File: src/rtl/mips_ctrl_pkg.sv
// mips_ctrl_pkg: shared encodings for the multi-cycle MIPS controller.
//   - opcode / funct constants for the supported subset
//   - FSM state encoding
//   - select codes for pc_src, reg_dst, wd_src, alu_op, ext_op
//   - instr_cls_t : one-hot instruction class produced by ctrl_decode
//   - ctrl_t      : bundle of every control output driven by the FSM
package mips_ctrl_pkg;

    // Opcodes (instr[31:26])
    localparam logic [5:0] OP_R   = 6'b000000;
    localparam logic [5:0] OP_ORI = 6'b001101;
    localparam logic [5:0] OP_LUI = 6'b001111;
    localparam logic [5:0] OP_LW  = 6'b100011;
    localparam logic [5:0] OP_SW  = 6'b101011;
    localparam logic [5:0] OP_BEQ = 6'b000100;
    localparam logic [5:0] OP_J   = 6'b000010;
    localparam logic [5:0] OP_JAL = 6'b000011;

    // R-type funct codes (instr[5:0])
    localparam logic [5:0] FN_ADDU = 6'b100001;
    localparam logic [5:0] FN_SUBU = 6'b100011;
    localparam logic [5:0] FN_JR   = 6'b001000;
    localparam logic [5:0] FN_SLL  = 6'b000000;

    // Encodings 6 and 7 are deliberately left unnamed; the FSM's default
    // branch sends them to FETCH.
    typedef enum logic [2:0] {
        ST_IDLE   = 3'd0,
        ST_FETCH  = 3'd1,
        ST_DECODE = 3'd2,
        ST_EXEC   = 3'd3,
        ST_MEM    = 3'd4,
        ST_WB     = 3'd5
    } state_e;

    localparam logic [1:0] PC_SRC_INC  = 2'd0;
    localparam logic [1:0] PC_SRC_BR   = 2'd1;
    localparam logic [1:0] PC_SRC_JUMP = 2'd2;
    localparam logic [1:0] PC_SRC_REG  = 2'd3;

    localparam logic [1:0] REG_DST_RT = 2'd0;
    localparam logic [1:0] REG_DST_RD = 2'd1;
    localparam logic [1:0] REG_DST_RA = 2'd2;

    localparam logic [1:0] WD_SRC_ALU = 2'd0;
    localparam logic [1:0] WD_SRC_MEM = 2'd1;
    localparam logic [1:0] WD_SRC_PC  = 2'd2;

    localparam logic [2:0] ALU_ADD  = 3'd0;
    localparam logic [2:0] ALU_SUB  = 3'd1;
    localparam logic [2:0] ALU_OR   = 3'd2;
    localparam logic [2:0] ALU_PASS = 3'd3;

    localparam logic [1:0] EXT_ZERO = 2'd0;
    localparam logic [1:0] EXT_SIGN = 2'd1;
    localparam logic [1:0] EXT_HI   = 2'd2;

    // Exactly one bit is set for any opcode/funct pair.
    typedef struct packed {
        logic addu;
        logic subu;
        logic nop;
        logic jr;
        logic ori;
        logic lui;
        logic lw;
        logic sw;
        logic beq;
        logic j;
        logic jal;
        logic illegal;
    } instr_cls_t;

    typedef struct packed {
        logic       pc_we;
        logic [1:0] pc_src;
        logic       ir_we;
        logic       reg_we;
        logic [1:0] reg_dst;
        logic [1:0] wd_src;
        logic       alu_src;
        logic [2:0] alu_op;
        logic [1:0] ext_op;
        logic       mem_re;
        logic       mem_we;
        logic       illegal;
    } ctrl_t;

endpackage

File: src/rtl/ctrl_decode.sv
// ctrl_decode: combinational classifier for the instruction held in IR.
//   opcode : instr[31:26]
//   funct  : instr[5:0] (only meaningful for R-type)
//   cls    : one-hot instruction class; cls.illegal for any unsupported encoding
module ctrl_decode
    import mips_ctrl_pkg::*;
(
    input  logic [5:0]  opcode,
    input  logic [5:0]  funct,
    output instr_cls_t  cls
);

    always_comb begin
        cls = '0;
        unique case (opcode)
            OP_R: begin
                unique case (funct)
                    FN_ADDU: cls.addu    = 1'b1;
                    FN_SUBU: cls.subu    = 1'b1;
                    FN_JR:   cls.jr      = 1'b1;
                    // Only sll is decoded, and it is treated as a nop
                    // whatever the shift amount.
                    FN_SLL:  cls.nop     = 1'b1;
                    default: cls.illegal = 1'b1;
                endcase
            end
            OP_ORI:  cls.ori     = 1'b1;
            OP_LUI:  cls.lui     = 1'b1;
            OP_LW:   cls.lw      = 1'b1;
            OP_SW:   cls.sw      = 1'b1;
            OP_BEQ:  cls.beq     = 1'b1;
            OP_J:    cls.j       = 1'b1;
            OP_JAL:  cls.jal     = 1'b1;
            default: cls.illegal = 1'b1;
        endcase
    end

endmodule

File: src/rtl/multicycle_ctrl.sv
// multicycle_ctrl: FETCH/DECODE/EXEC/MEM/WB sequencer for the multi-cycle
// MIPS datapath.
//   clk, reset (async, active low)
//   opcode, funct      : IR fields, stable from DECODE onward
//   zero               : ALU equality flag, used by beq in EXEC
//   mem_ready          : data memory ack, only looked at in MEM
//   pc_we/pc_src, ir_we, reg_we/reg_dst/wd_src, alu_src/alu_op/ext_op,
//   mem_re/mem_we      : datapath controls
//   illegal            : one-cycle pulse in DECODE on an unsupported encoding
//   state              : current state (debug)
// Outputs are decoded combinationally from state + instruction class, so
// every control drops together with the state register when reset asserts.
module multicycle_ctrl
    import mips_ctrl_pkg::*;
#(
    parameter bit MEM_HANDSHAKE = 1'b1,
    parameter int STATE_W       = 3
) (
    input  logic               clk,
    input  logic               reset,
    input  logic [5:0]         opcode,
    input  logic [5:0]         funct,
    input  logic               zero,
    input  logic               mem_ready,
    output logic               pc_we,
    output logic [1:0]         pc_src,
    output logic               ir_we,
    output logic               reg_we,
    output logic [1:0]         reg_dst,
    output logic [1:0]         wd_src,
    output logic               alu_src,
    output logic [2:0]         alu_op,
    output logic [1:0]         ext_op,
    output logic               mem_re,
    output logic               mem_we,
    output logic               illegal,
    output logic [STATE_W-1:0] state
);

    state_e     state_q, state_d;
    instr_cls_t cls;
    ctrl_t      c;
    logic       rdy;

    ctrl_decode u_dec (
        .opcode (opcode),
        .funct  (funct),
        .cls    (cls)
    );

    assign rdy = MEM_HANDSHAKE ? mem_ready : 1'b1;

    always_ff @(posedge clk or negedge reset) begin
        if (!reset) state_q <= ST_IDLE;
        else        state_q <= state_d;
    end

    always_comb begin
        state_d = state_q;
        c       = '0;
        case (state_q)
            ST_IDLE: state_d = ST_FETCH;

            ST_FETCH: begin
                c.ir_we  = 1'b1;
                c.pc_we  = 1'b1;
                c.pc_src = PC_SRC_INC;
                state_d  = ST_DECODE;
            end

            ST_DECODE: begin
                state_d = ST_EXEC;
                if (cls.j) begin
                    c.pc_we  = 1'b1;
                    c.pc_src = PC_SRC_JUMP;
                    state_d  = ST_FETCH;
                end else if (cls.jal) begin
                    // PC already holds PC+4 from FETCH; it is written to $31
                    // on the same edge that loads the jump target.
                    c.pc_we   = 1'b1;
                    c.pc_src  = PC_SRC_JUMP;
                    c.reg_we  = 1'b1;
                    c.reg_dst = REG_DST_RA;
                    c.wd_src  = WD_SRC_PC;
                    state_d   = ST_FETCH;
                end else if (cls.jr) begin
                    c.pc_we  = 1'b1;
                    c.pc_src = PC_SRC_REG;
                    state_d  = ST_FETCH;
                end else if (cls.nop) begin
                    state_d = ST_FETCH;
                end else if (cls.illegal) begin
                    c.illegal = 1'b1;
                    state_d   = ST_FETCH;
                end
            end

            ST_EXEC: begin
                state_d = ST_FETCH;
                if (cls.addu) begin
                    c.alu_op = ALU_ADD;
                    state_d  = ST_WB;
                end else if (cls.subu) begin
                    c.alu_op = ALU_SUB;
                    state_d  = ST_WB;
                end else if (cls.ori) begin
                    c.alu_op  = ALU_OR;
                    c.alu_src = 1'b1;
                    c.ext_op  = EXT_ZERO;
                    state_d   = ST_WB;
                end else if (cls.lui) begin
                    c.alu_op  = ALU_PASS;
                    c.alu_src = 1'b1;
                    c.ext_op  = EXT_HI;
                    state_d   = ST_WB;
                end else if (cls.lw || cls.sw) begin
                    c.alu_op  = ALU_ADD;
                    c.alu_src = 1'b1;
                    c.ext_op  = EXT_SIGN;
                    state_d   = ST_MEM;
                end else if (cls.beq) begin
                    // ALU compares rs-rt; the branch adder uses the
                    // sign-extended offset, hence ext_op even with alu_src=0.
                    c.alu_op = ALU_SUB;
                    c.ext_op = EXT_SIGN;
                    c.pc_we  = zero;
                    c.pc_src = PC_SRC_BR;
                end
            end

            ST_MEM: begin
                // Address calculation is held so the memory sees a stable
                // address for the whole stall.
                c.alu_op  = ALU_ADD;
                c.alu_src = 1'b1;
                c.ext_op  = EXT_SIGN;
                c.mem_re  = cls.lw;
                c.mem_we  = cls.sw;
                if (rdy) state_d = cls.lw ? ST_WB : ST_FETCH;
            end

            ST_WB: begin
                c.reg_we  = 1'b1;
                c.reg_dst = (cls.addu || cls.subu) ? REG_DST_RD : REG_DST_RT;
                c.wd_src  = cls.lw ? WD_SRC_MEM : WD_SRC_ALU;
                state_d   = ST_FETCH;
            end

            default: state_d = ST_FETCH;
        endcase
    end

    assign pc_we   = c.pc_we;
    assign pc_src  = c.pc_src;
    assign ir_we   = c.ir_we;
    assign reg_we  = c.reg_we;
    assign reg_dst = c.reg_dst;
    assign wd_src  = c.wd_src;
    assign alu_src = c.alu_src;
    assign alu_op  = c.alu_op;
    assign ext_op  = c.ext_op;
    assign mem_re  = c.mem_re;
    assign mem_we  = c.mem_we;
    assign illegal = c.illegal;
    assign state   = STATE_W'(state_q);

endmodule

File: config.mk
export PLATFORM = sky130hd
export DESIGN_NAME = multicycle_ctrl
export DESIGN_NICKNAME = d
export VERILOG_FILES = /design/src/rtl/mips_ctrl_pkg.sv /design/src/rtl/ctrl_decode.sv /design/src/rtl/multicycle_ctrl.sv
export SDC_FILE = /design/constraint.sdc
export NUM_CORES = 1
export LEC_CHECK = 0
export ABC_CLOCK_PERIOD_IN_PS = 2150
export BUFFER_PORTS_ARGS = -buffer_cell sky130_fd_sc_hd__buf_2
export CAP_MARGIN = 20
export CORE_AREA = 10 10 47 49
export CTS_CLUSTER_DIAMETER = 80
export DETAILED_ROUTE_END_ITERATION = 8
export DIE_AREA = 0 0 57 59
export HOLD_SLACK_MARGIN = 0.15
export PLACE_DENSITY = 0.79
export REMOVE_ABC_BUFFERS = 1
export SYNTH_ARGS = -nofsm -noshare
export SYNTH_HDL_FRONTEND = slang
export SYNTH_SLANG_ARGS = --single-unit
File: constraint.sdc
create_clock -name clk -period 2.15 [get_ports clk]
set_clock_uncertainty 0.05 [all_clocks]
set_input_delay 0.1075 -clock clk [delete_from_list [all_inputs] [get_ports clk]]
set_output_delay 0.1075 -clock clk [all_outputs]
set_load 0.005 [all_outputs]
==> impl_metrics.ini <==
[grt]
overflow = 0
grtUsageTotal = 0.09806
grt_max_degree = 10
grt_pass1_wl_um = 2898
grt_antenna_before_repair = 0
first_global_vias = 706

[floorplan]
dieWidth_um = 57
initial_core_util = 0.3625
die_h_um = 59
fp-row-count = 14
dieArea_um2 = 3363
core_um2 = 1401
io_pins = 37

[logic_synthesis]
netlist_instances = 74
yosysSeqAreaShare = 0.1478
yosysWarnings = 0
netlist_area_um2 = 508.0
syn_avg_cell_area_um2 = 6.865
yosysUniqueCellTypes = 36
ys_ff_latch = 3

[placement]
portBuffers = 35
post-place-cells = 121
postPlaceCellArea_um2 = 673.1
post-place-ws_ps = 509.7
hpwl_um = 1527
routabilityCongestion = 0.8482

[power]
ir_worst_vdd_mv = 0.1748
power.total_uw = 274.5
leakage_nw = 0.3566
power_density_nw_per_um2 = 381.5

[sta]
tns_ps = 0
rsz0062_at_grt = false
final.setup.worst_slack_ps = 404.6
period_needed_ps = 1745
setup_violations = 0
fin_crit_sh = 0.8118
hold_violations = 0
maxSlewViolCount = 0
timing.fmax_mhz = 572.9

[finish]
mostFrequentLayoutCells = 35 x buf_2, 8 x nor2_1, 7 x nor3_1
design_area_um2 = 719.4
drive_gt1_frac = 0.4054
diodes = 0
fin_cells = 127
syn_to_final_growth_pct = 41.63
layout.nets = 128
largest_reg_flops = 3
final_common_cell = buf_2

[clocking]
cts_sinks = 3
htree_levels = 1
cts_setup_buffers = 0
cts_inserted_buffers = 3
hold_buffers = 2
clk_pin_slew_ps = 40
clock_latency_ps = 230
cts_tree = built
cts_root_buffer = clkbuf_4
cts.path.max_buffers = 2
ctsResizeCount = 0

[drt]
routed_wl_um = 1803
vias_per_cell = 5.465
wl_per_cell_um = 14.20
via_count = 694
postRouteAntennaNets = 0
firstDrtPassIters = 4
dr.first_iter.drc_count = 7
remaining_drc_errors = 0

[critical_path]
critPathRequiredTime_ps = 1990
cp-end-kind = primary output
worstPathMaxFanout = 8
ff2ff_path_depth = 4
start_kind = register
arrival_ps = 1590
crit_type = register to primary output

[hold_path]
hold_class = primary input to asynchronous set/reset pin

[flow_run]
max_cap_viol_count = 0

[outcome]
outcome = finished, final reports clean
cell families (layout without fill, tap and decap cells):
group | Yosys count | count (layout) | synth area share
buffers and inverters | 8 | 45 | 0.08864
other | 1 | 1 | 0.007382
AND/OR/NAND/NOR | 44 | 44 | 0.5148
AO/OA/AOI/OAI | 18 | 18 | 0.2414
flip-flops | 3 | 3 | 0.1478
layer usage:
layer | up-vias | routed length (µm) | track usage
li1 | 345 | - | -
met1 | 313 | 754 | 0.1127
met2 | 34 | 878 | 0.1659
met3 | 2 | 149 | 0.02575
met4 | 0 | 22 | 0.04362
met5 | - | 0 | 0
worst max-delay path, stage by stage, from the launching register on:
cell	delay (ps)
dfrtp_1	450
nor2_1	150
nand2_1	120
a211oi_1	320
a21boi_1	190
buf_2	120
metrics by stage:
| step | hold WS [ps] | util |
|---|---|---|
| 5_1_grt | 179.5 | 0.5134 |
| 3_5_place_dp | -146.2 | 0.4804 |
| 2_1_floorplan | -238.1 | - |
| 6_report | 152.6 | 0.5134 |
| 3_3_place_gp | -146.7 | 0.4804 |
| 4_1_cts | 152.6 | 0.5134 |
path summary, 6_finish.rpt:
| path | start | end | slack [ps] |
|---|---|---|---|
| setup / recovery | state[2] | illegal | 400 |
| setup reg to reg | state[2] | state[1] | 790 |
| hold reg to reg | state[0] | state[0] | 530 |
| min in group clk | opcode[4] | state[1] | 280 |
| hold / removal | reset | state[2] | 150 |
| max in group asynchronous | reset | state[1] | 1790 |
cells in the mapped netlist:
cell type / count / area share
o2111ai_1: 1 / 0.017
and2_1: 3 / 0.037
or3_4: 1 / 0.022
conb_1: 1 / 0.0074
a31o_2: 1 / 0.017
nor2_1: 8 / 0.059
buf_6: 1 / 0.022
nor4b_1: 1 / 0.017
nand4_1: 2 / 0.025
a31o_1: 1 / 0.017
a21oi_1: 2 / 0.020
nor3_1: 7 / 0.069
and4_1: 1 / 0.017
a211oi_1: 1 / 0.015
clkbuf_1: 1 / 0.0074
nor3_4: 1 / 0.032
or4_1: 1 / 0.015
nand2b_1: 4 / 0.049
nand3b_1: 2 / 0.030
nand2_1: 4 / 0.030
or3b_1: 1 / 0.017
or3_1: 1 / 0.012
o32ai_1: 1 / 0.017
nor3b_1: 1 / 0.015
o21ai_0: 5 / 0.049
nor4_1: 1 / 0.012
nand3_1: 3 / 0.030
a21o_2: 1 / 0.017
a31oi_1: 3 / 0.037
a21boi_1: 1 / 0.015
inv_1: 4 / 0.030
dfrtp_1: 3 / 0.15
o21ba_2: 1 / 0.020
or2_2: 1 / 0.012
buf_4: 2 / 0.030
and3_2: 1 / 0.015
report_power, final:
part	internal [mW]	switching, mW
Clock	0.0695	0.0282
Sequential	0.0626	0.0109
Combinational	0.0468	0.0565
Total	0.179	0.0956
cell type report:
| type | instances | area [µm²] |
|---|---|---|
| Fill cell | 152 | 681.9 |
| Tap cell | 16 | 20.02 |
| Timing Repair Buffer | 37 | 195.2 |
| Multi-Input combinational cell | 63 | 387.9 |
| Inverter | 4 | 15.01 |
| Clock buffer | 4 | 26.28 |
| Sequential cell | 3 | 75.07 |
No activity file was read; power rests on OpenSTA's default activity.
